File: config.mk
export PLATFORM = sky130hd
export DESIGN_NAME = alu_iter
export DESIGN_NICKNAME = d
export VERILOG_FILES = /design/src/rtl/alu_iter_pkg.sv /design/src/rtl/alu_iter_mdu_core.sv /design/src/rtl/alu_iter.sv
export SDC_FILE = /design/constraint.sdc
export NUM_CORES = 1
export LEC_CHECK = 0
export BUFFER_PORTS_ARGS = -buffer_cell sky130_fd_sc_hd__buf_4
export CAP_MARGIN = 20
export CORE_MARGIN = 2
export CORE_UTILIZATION = 40
export CTS_BUF_LIST = sky130_fd_sc_hd__clkbuf_4 sky130_fd_sc_hd__clkbuf_8
export DETAILED_ROUTE_END_ITERATION = 10
export SKIP_LAST_GASP = 1
export SYNTH_ARGS = -nofsm -noshare
export SYNTH_HDL_FRONTEND = slang
export SYNTH_SLANG_ARGS = --single-unit
export TNS_END_PERCENT = 10
File: constraint.sdc
create_clock -name clk -period 6.4 [get_ports clk]
set_input_delay 0.32 -clock clk [delete_from_list [all_inputs] [get_ports clk]]
set_output_delay 0.32 -clock clk [all_outputs]
set_load 0.01 [all_outputs]
File: src/rtl/alu_iter_pkg.sv
// rtl/alu_iter_pkg.sv - shared ALU opcode encodings, FSM states and opcode classifiers
package alu_iter_pkg;

   localparam logic [5:0] ALU_OP_ADD   = 6'd0;
   localparam logic [5:0] ALU_OP_ADDU  = 6'd1;
   localparam logic [5:0] ALU_OP_SUB   = 6'd2;
   localparam logic [5:0] ALU_OP_SUBU  = 6'd3;
   localparam logic [5:0] ALU_OP_AND   = 6'd4;
   localparam logic [5:0] ALU_OP_OR    = 6'd5;
   localparam logic [5:0] ALU_OP_XOR   = 6'd6;
   localparam logic [5:0] ALU_OP_NOR   = 6'd7;
   localparam logic [5:0] ALU_OP_SLL   = 6'd8;
   localparam logic [5:0] ALU_OP_SRL   = 6'd9;
   localparam logic [5:0] ALU_OP_SRA   = 6'd10;
   localparam logic [5:0] ALU_OP_ROTR  = 6'd11;
   localparam logic [5:0] ALU_OP_SLLV  = 6'd12;
   localparam logic [5:0] ALU_OP_SRLV  = 6'd13;
   localparam logic [5:0] ALU_OP_SRAV  = 6'd14;
   localparam logic [5:0] ALU_OP_ROTRV = 6'd15;
   localparam logic [5:0] ALU_OP_SLT   = 6'd16;
   localparam logic [5:0] ALU_OP_SLTU  = 6'd17;
   localparam logic [5:0] ALU_OP_MUL   = 6'd18;
   localparam logic [5:0] ALU_OP_MULU  = 6'd19;
   localparam logic [5:0] ALU_OP_MUH   = 6'd20;
   localparam logic [5:0] ALU_OP_MUHU  = 6'd21;
   localparam logic [5:0] ALU_OP_DIV   = 6'd22;
   localparam logic [5:0] ALU_OP_DIVU  = 6'd23;
   localparam logic [5:0] ALU_OP_MOD   = 6'd24;
   localparam logic [5:0] ALU_OP_MODU  = 6'd25;

   typedef enum logic [1:0] {
      ST_IDLE = 2'd0,
      ST_CALC = 2'd1,
      ST_DONE = 2'd2
   } state_t;

   function automatic logic is_mdu_op(input logic [5:0] op);
      return (op >= ALU_OP_MUL) && (op <= ALU_OP_MODU);
   endfunction

   function automatic logic is_div_op(input logic [5:0] op);
      return (op == ALU_OP_DIV) || (op == ALU_OP_DIVU) ||
             (op == ALU_OP_MOD) || (op == ALU_OP_MODU);
   endfunction

   function automatic logic is_signed_mdu(input logic [5:0] op);
      return (op == ALU_OP_MUL) || (op == ALU_OP_MUH) ||
             (op == ALU_OP_DIV) || (op == ALU_OP_MOD);
   endfunction

endpackage

File: src/rtl/alu_iter_mdu_core.sv
// rtl/alu_iter_mdu_core.sv - iterative radix-2 multiply / restoring divide on operand magnitudes
module mdu_core
   import alu_iter_pkg::*;
#(
   parameter int WIDTH = 32
) (
   input  logic             clk,
   input  logic             rst_n,
   input  logic             start,
   input  logic [5:0]       op,
   input  logic [WIDTH-1:0] a,
   input  logic [WIDTH-1:0] b,
   output logic             done,
   output logic [WIDTH-1:0] result,
   output logic             ovf
);

   localparam int SHW = $clog2(WIDTH);
   localparam logic [WIDTH-1:0] MOST_NEG = {1'b1, {(WIDTH-1){1'b0}}};

   logic             running_q, running_d;
   logic [SHW-1:0]   cnt_q, cnt_d;
   logic             div_q, div_d;
   logic             sel_hi_q, sel_hi_d;
   logic             neg_res_q, neg_res_d;
   logic             neg_rem_q, neg_rem_d;
   logic             ovf_q, ovf_d;
   logic [WIDTH-1:0] acc_q, acc_d;
   logic [WIDTH-1:0] lo_q, lo_d;
   logic [WIDTH-1:0] dvs_q, dvs_d;

   logic [WIDTH:0]     mul_sum;
   logic [WIDTH:0]     div_shift;
   logic [WIDTH+1:0]   div_diff;
   logic [WIDTH-1:0]   acc_step, lo_step;
   logic [2*WIDTH-1:0] prod_fix;
   logic [WIDTH-1:0]   quo_fix, rem_fix;
   logic               sgn, a_neg, b_neg;

   always_comb begin
      running_d = running_q;
      cnt_d     = cnt_q;
      div_d     = div_q;
      sel_hi_d  = sel_hi_q;
      neg_res_d = neg_res_q;
      neg_rem_d = neg_rem_q;
      ovf_d     = ovf_q;
      acc_d     = acc_q;
      lo_d      = lo_q;
      dvs_d     = dvs_q;

      mul_sum   = {1'b0, acc_q} + (lo_q[0] ? {1'b0, dvs_q} : '0);
      div_shift = {acc_q, lo_q[WIDTH-1]};
      div_diff  = {1'b0, div_shift} - {2'b00, dvs_q};

      if (div_q) begin
         // Keep the trial subtraction only when it did not borrow.
         if (!div_diff[WIDTH+1]) begin
            acc_step = div_diff[WIDTH-1:0];
            lo_step  = {lo_q[WIDTH-2:0], 1'b1};
         end else begin
            acc_step = div_shift[WIDTH-1:0];
            lo_step  = {lo_q[WIDTH-2:0], 1'b0};
         end
      end else begin
         acc_step = mul_sum[WIDTH:1];
         lo_step  = {mul_sum[0], lo_q[WIDTH-1:1]};
      end

      prod_fix = neg_res_q ? -{acc_step, lo_step} : {acc_step, lo_step};
      quo_fix  = neg_res_q ? -lo_step : lo_step;
      rem_fix  = neg_rem_q ? -acc_step : acc_step;

      if (div_q) result = sel_hi_q ? rem_fix : quo_fix;
      else       result = sel_hi_q ? prod_fix[2*WIDTH-1:WIDTH] : prod_fix[WIDTH-1:0];

      done = running_q && (cnt_q == SHW'(WIDTH-1));
      ovf  = ovf_q;

      sgn   = is_signed_mdu(op);
      a_neg = sgn && a[WIDTH-1];
      b_neg = sgn && b[WIDTH-1];

      if (start) begin
         running_d = 1'b1;
         cnt_d     = '0;
         div_d     = is_div_op(op);
         sel_hi_d  = (op == ALU_OP_MUH) || (op == ALU_OP_MUHU) ||
                     (op == ALU_OP_MOD) || (op == ALU_OP_MODU);
         neg_res_d = a_neg ^ b_neg;
         neg_rem_d = a_neg;
         ovf_d     = sgn && is_div_op(op) && (a == MOST_NEG) && (b == '1);
         acc_d     = '0;
         lo_d      = a_neg ? -a : a;
         dvs_d     = b_neg ? -b : b;
      end else if (running_q) begin
         acc_d = acc_step;
         lo_d  = lo_step;
         cnt_d = cnt_q + 1'b1;
         if (done) running_d = 1'b0;
      end
   end

   always_ff @(posedge clk or negedge rst_n) begin
      if (!rst_n) begin
         running_q <= 1'b0;
         cnt_q     <= '0;
         div_q     <= 1'b0;
         sel_hi_q  <= 1'b0;
         neg_res_q <= 1'b0;
         neg_rem_q <= 1'b0;
         ovf_q     <= 1'b0;
         acc_q     <= '0;
         lo_q      <= '0;
         dvs_q     <= '0;
      end else begin
         running_q <= running_d;
         cnt_q     <= cnt_d;
         div_q     <= div_d;
         sel_hi_q  <= sel_hi_d;
         neg_res_q <= neg_res_d;
         neg_rem_q <= neg_rem_d;
         ovf_q     <= ovf_d;
         acc_q     <= acc_d;
         lo_q      <= lo_d;
         dvs_q     <= dvs_d;
      end
   end

endmodule

File: src/rtl/alu_iter.sv
// rtl/alu_iter.sv - ALU with single-cycle ops and iterative mul/div behind a valid/ready handshake
module alu_iter
   import alu_iter_pkg::*;
#(
   parameter  int WIDTH = 32,
   localparam int SHW   = $clog2(WIDTH)
) (
   input  logic             clk,
   input  logic             rst_n,
   input  logic             in_valid,
   output logic             in_ready,
   input  logic [5:0]       alu_op,
   input  logic [WIDTH-1:0] a,
   input  logic [WIDTH-1:0] b,
   input  logic [SHW-1:0]   shamt,
   input  logic             kill,
   output logic             out_valid,
   input  logic             out_ready,
   output logic [WIDTH-1:0] out,
   output logic             zero,
   output logic             great,
   output logic             overflow,
   output logic             div_zero,
   output logic             busy
);

   state_t           state_q, state_d;
   logic [WIDTH-1:0] result_q, result_d;
   logic             ovf_q, ovf_d;
   logic             dz_q, dz_d;

   logic             mdu_start, mdu_done, mdu_ovf;
   logic [WIDTH-1:0] mdu_result;

   logic [WIDTH-1:0]   alu_res, add_res, sub_res;
   logic               alu_ovf, alu_dz;
   logic [SHW-1:0]     shv, rot_amt;
   logic [2*WIDTH-1:0] rot_full;

   mdu_core #(.WIDTH(WIDTH)) u_mdu (
      .clk    (clk),
      .rst_n  (rst_n),
      .start  (mdu_start),
      .op     (alu_op),
      .a      (a),
      .b      (b),
      .done   (mdu_done),
      .result (mdu_result),
      .ovf    (mdu_ovf)
   );

   always_comb begin
      add_res  = a + b;
      sub_res  = a - b;
      shv      = a[SHW-1:0];
      rot_amt  = (alu_op == ALU_OP_ROTRV) ? shv : shamt;
      rot_full = {b, b} >> rot_amt;
      alu_res  = '0;
      alu_ovf  = 1'b0;
      alu_dz   = 1'b0;
      case (alu_op)
         ALU_OP_ADD: begin
            alu_res = add_res;
            alu_ovf = (a[WIDTH-1] == b[WIDTH-1]) && (add_res[WIDTH-1] != a[WIDTH-1]);
         end
         ALU_OP_ADDU:  alu_res = add_res;
         ALU_OP_SUB: begin
            alu_res = sub_res;
            alu_ovf = (a[WIDTH-1] != b[WIDTH-1]) && (sub_res[WIDTH-1] != a[WIDTH-1]);
         end
         ALU_OP_SUBU:  alu_res = sub_res;
         ALU_OP_AND:   alu_res = a & b;
         ALU_OP_OR:    alu_res = a | b;
         ALU_OP_XOR:   alu_res = a ^ b;
         ALU_OP_NOR:   alu_res = ~(a | b);
         ALU_OP_SLL:   alu_res = b << shamt;
         ALU_OP_SRL:   alu_res = b >> shamt;
         ALU_OP_SRA:   alu_res = $signed(b) >>> shamt;
         ALU_OP_SLLV:  alu_res = b << shv;
         ALU_OP_SRLV:  alu_res = b >> shv;
         ALU_OP_SRAV:  alu_res = $signed(b) >>> shv;
         ALU_OP_ROTR,
         ALU_OP_ROTRV: alu_res = rot_full[WIDTH-1:0];
         ALU_OP_SLT:   alu_res = {{(WIDTH-1){1'b0}}, $signed(a) < $signed(b)};
         ALU_OP_SLTU:  alu_res = {{(WIDTH-1){1'b0}}, a < b};
         // Only reached for a zero divisor; non-zero divisors iterate in the MDU.
         ALU_OP_DIV,
         ALU_OP_DIVU: begin
            alu_res = '1;
            alu_dz  = 1'b1;
         end
         ALU_OP_MOD,
         ALU_OP_MODU: begin
            alu_res = a;
            alu_dz  = 1'b1;
         end
         default:      alu_res = '0;
      endcase
   end

   always_comb begin
      state_d   = state_q;
      result_d  = result_q;
      ovf_d     = ovf_q;
      dz_d      = dz_q;
      mdu_start = 1'b0;
      case (state_q)
         ST_IDLE: begin
            if (in_valid) begin
               if (is_mdu_op(alu_op) && !(is_div_op(alu_op) && (b == '0))) begin
                  mdu_start = 1'b1;
                  state_d   = ST_CALC;
               end else begin
                  result_d = alu_res;
                  ovf_d    = alu_ovf;
                  dz_d     = alu_dz;
                  state_d  = ST_DONE;
               end
            end
         end
         ST_CALC: begin
            if (kill) begin
               state_d = ST_IDLE;
            end else if (mdu_done) begin
               result_d = mdu_result;
               ovf_d    = mdu_ovf;
               dz_d     = 1'b0;
               state_d  = ST_DONE;
            end
         end
         ST_DONE: begin
            if (kill || out_ready) state_d = ST_IDLE;
         end
         default: state_d = ST_IDLE;
      endcase
   end

   always_ff @(posedge clk or negedge rst_n) begin
      if (!rst_n) begin
         state_q  <= ST_IDLE;
         result_q <= '0;
         ovf_q    <= 1'b0;
         dz_q     <= 1'b0;
      end else begin
         state_q  <= state_d;
         result_q <= result_d;
         ovf_q    <= ovf_d;
         dz_q     <= dz_d;
      end
   end

   assign in_ready  = (state_q == ST_IDLE);
   assign busy      = (state_q == ST_CALC);
   assign out_valid = (state_q == ST_DONE);
   assign out       = result_q;
   assign zero      = (result_q == '0);
   assign great     = !result_q[WIDTH-1] && (result_q != '0);
   assign overflow  = ovf_q;
   assign div_zero  = dz_q;

endmodule

==> out/summary.txt <==
routability cong.: 1.074
clk_skew: 0.01998 ns
Commonest cells post-synth: 416 x nand2_1, 416 x nor2_1, 369 x mux2i_1, 346 x o21ai_0, 333 x a21oi_1
proportion of layout cells with a drive suffix above 1: 9.744%
Fmax: 0.1744 GHz
outcome: complete, no violations
largest cells by area after synthesis: mux2i_1 13%, dfrtp_1 13%, ha_1 7.6%, o21ai_0 6.3%, a21oi_1 6.1%
Max Cap Viol: 0
root buffer cell: clkbuf_8
register bit total from synthesis: 143
final wirelength: 150700 microns
vias in the first global route: 30210
synth unique cells: 92
Final Setup Violations: 0
CTS tree: yes
initial core utilization: 40.59%
Yosys top cell by area: mux2i_1
IO buf count: 118
critical path class: flop to flop
Post-Syn Area: 0.02740 sq mm
CP max FO: 24
hold crit path type: input port to flop
GRT overflow: 0
final worst slack: 0.6660 ns
H-tree Lvls: 4
Iter 0 DRT Violations: 4261
Total GRT Usage: 41.52%
Design Area, Final: 0.02976 sq mm
Worst Hold Slack: 0.08576 ns
post-layout util: 44.09%
post-route DRC violation count: 0
power density over the cells: 419.4 mW/mm^2
TritonCTS buffer count: 17
Synth Flop Type: dfrtp_1
fin. max-slew vios: 0
register area share after synthesis: 13.06%
Die Y: 265.7 microns
CP startpoint kind: flop
Nets: 4138
yosys warns: 0
total negative slack: 0 ns
largest net degree at the start of global routing: 92
post-synth net total: 4181
WP data arrival: 6.12 ns
global-route wire length before repair: 215000 microns
RSZ-0062 raised after global routing: false
placed inst area: 0.02928 sq mm
site row count: 95
Worst Tran Pin Value: 1.248 ns
Die W: 265.7 microns
Die ar.: 0.07061 sq mm
Post-synth EDFFs: 0
Avg Synthesized Cell Area: 6.972 sq um
postcts setup bufs: 0
Post-DRT Antenna Nets: 0
post-synthesis async set-or-reset flop share: 100.0%
DP HPWL: 117400 microns
top cell type's share of synthesized area: 13.48%
Worst-path clk slew: 0.10 ns
initial antenna violation count: 6
normalized max-slew margin: 16.42%
Final Hold Viols: 0
routed len/inst: 31.56 microns
data required time of the worst path: 6.79 ns
TritonCTS Sinks: 143
Clock Latency Late Sink: 0.51 ns
Pleak: 12.42 nW
DRT Pass-1 Iters: 6
total core area: 0.06751 sq mm
crit path time final: 5.734 ns
Syn Inst Count: 3930
vias per cell: 6.720
period utilization: 89.59%
Area growth syn-to-layout: 8.626%
IO Count: 119
dpl ws: 0.7132 ns
routed vias: 32090
critical path endpoint category: flop
Peak VDD IR: 0.3181 mV
clock buffer depth: 2
-- final cells by class --
class                   count  area (sq um)
clock buffers              19         261.5
fillers                  7167         37750
well taps                 873          1092
diodes                      3         7.507
inverters                 156         585.6
flip-flops and latches    143          3586
repair buffers            234          1815
clock inverters            13         150.1
multi-input cells        3335         22270
-- where the power goes --
part	switching [W]	leakage [nW]	total [W]	internal, W
registers	0.000432	1.71	0.00170	0.00127
clock network	0.000439	0.209	0.000814	0.000375
logic	0.00665	10.5	0.00997	0.00332
total	0.00752	12.4	0.0125	0.00496
-- cell families (layout without fill, tap and decap cells) --
family          Yosys count  after routing  synth area share, %
compound gates         1251           1251                28.93
buf+inv                 452            422                6.361
fa+ha+maj               171            171                7.918
xor+xnor                181            181                5.785
other cells               0              3                    0
mux                     418            418                15.74
simple gates           1314           1314                22.21
flops                   143            143                13.06
-- state kept, by name, summed over array words and instances (netlist names) --
register,cells
u_mdu.ovf,1
state_q,2
u_mdu.neg_rem_q,1
u_mdu.dvs_q,32
u_mdu.acc_q,32
overflow,1
u_mdu.div_q,1
u_mdu.running_q,1
u_mdu.sel_hi_q,1
div_zero,1
u_mdu.lo_q,32
u_mdu.neg_res_q,1
u_mdu.cnt_q,5
out,32
-- per-layer routing --
layer / wire, microns / vias to the layer above / global-route usage [%]
li1: - / 14330 / -
met1: 58100 / 15420 / 51.96
met2: 65440 / 1892 / 64.43
met3: 13460 / 442 / 6.192
met4: 13680 / 4 / 31.55
met5: 27 / - / 0
-- cells in the final DEF (no fill, tap or decap), types with 31 or more instances in the layout --
master	netlist	final
mux2i_1	369	357
and2_1	44	44
mux2_2	43	43
and3_1	31	31
o211ai_1	75	75
buf_4	1	229
nor3_1	84	82
o21ai_0	346	344
nor2_1	416	414
xnor2_1	145	145
dfrtp_1	143	141
a31oi_1	67	67
a21o_1	36	36
nand4_1	48	48
nor4_1	36	35
a221oi_1	36	36
inv_1	153	153
xor2_1	36	36
a211oi_1	84	83
a21oi_1	333	328
ha_1	167	167
nand2_1	416	416
nand3_1	82	82
-- worst max-delay path: stages, from the launching register on --
cell      delay, ns
dfrtp_1        0.43
ha_1           0.45
nand4_1        0.27
nor4_1         0.64
a22o_1         0.28
or3b_1         0.19
nor2_1         0.12
buf_4          0.26
nand2_1        0.11
a31oi_1        0.17
inv_1          0.12
ha_1           0.20
nand2_1        0.08
a211oi_1       0.20
a221oi_1       0.11
or4b_4         0.53
nand3b_4       0.23
nor4_1         0.53
a41oi_1        0.21
xnor2_1        0.16
a221oi_1       0.22
o21ai_0        0.10
-- per-stage QoR --
step / cells / power [W]
2_1_floorplan: 3930 / 0.007671
3_3_place_gp: 4738 / 0.01138
3_5_place_dp: 4738 / 0.01131
4_1_cts: 4771 / 0.01216
5_1_grt: 4774 / 0.01311
6_report: 4776 / 0.01248
-- final timing paths --
path	slack, ns	to	startpoint	depth (start not counted)
worst max-delay path	0.67	out[30]$_DFFE_PN0P_	u_mdu.acc_q[25]$_DFFE_PN0P_	21
worst min-delay path	0.09	state_q[0]$_DFFE_PN0P_	kill	4
worst max register to register	0.67	out[30]$_DFFE_PN0P_	u_mdu.acc_q[25]$_DFFE_PN0P_	21
worst min register to register	0.51	u_mdu.dvs_q[26]$_DFFE_PN0P_	u_mdu.dvs_q[26]$_DFFE_PN0P_	2
max in group asynchronous	4.62	u_mdu.acc_q[9]$_DFFE_PN0P_	rst_n	3
min in group asynchronous	0.41	u_mdu.acc_q[16]$_DFFE_PN0P_	rst_n	2
-- what timing repair did --
item                      in CTS  in global routing
gates resized for setup        0                  0
hold buffers                   1                  0
hold endpoints to repair      82                  0
Note: power is estimated with default switching activity, not from simulation.
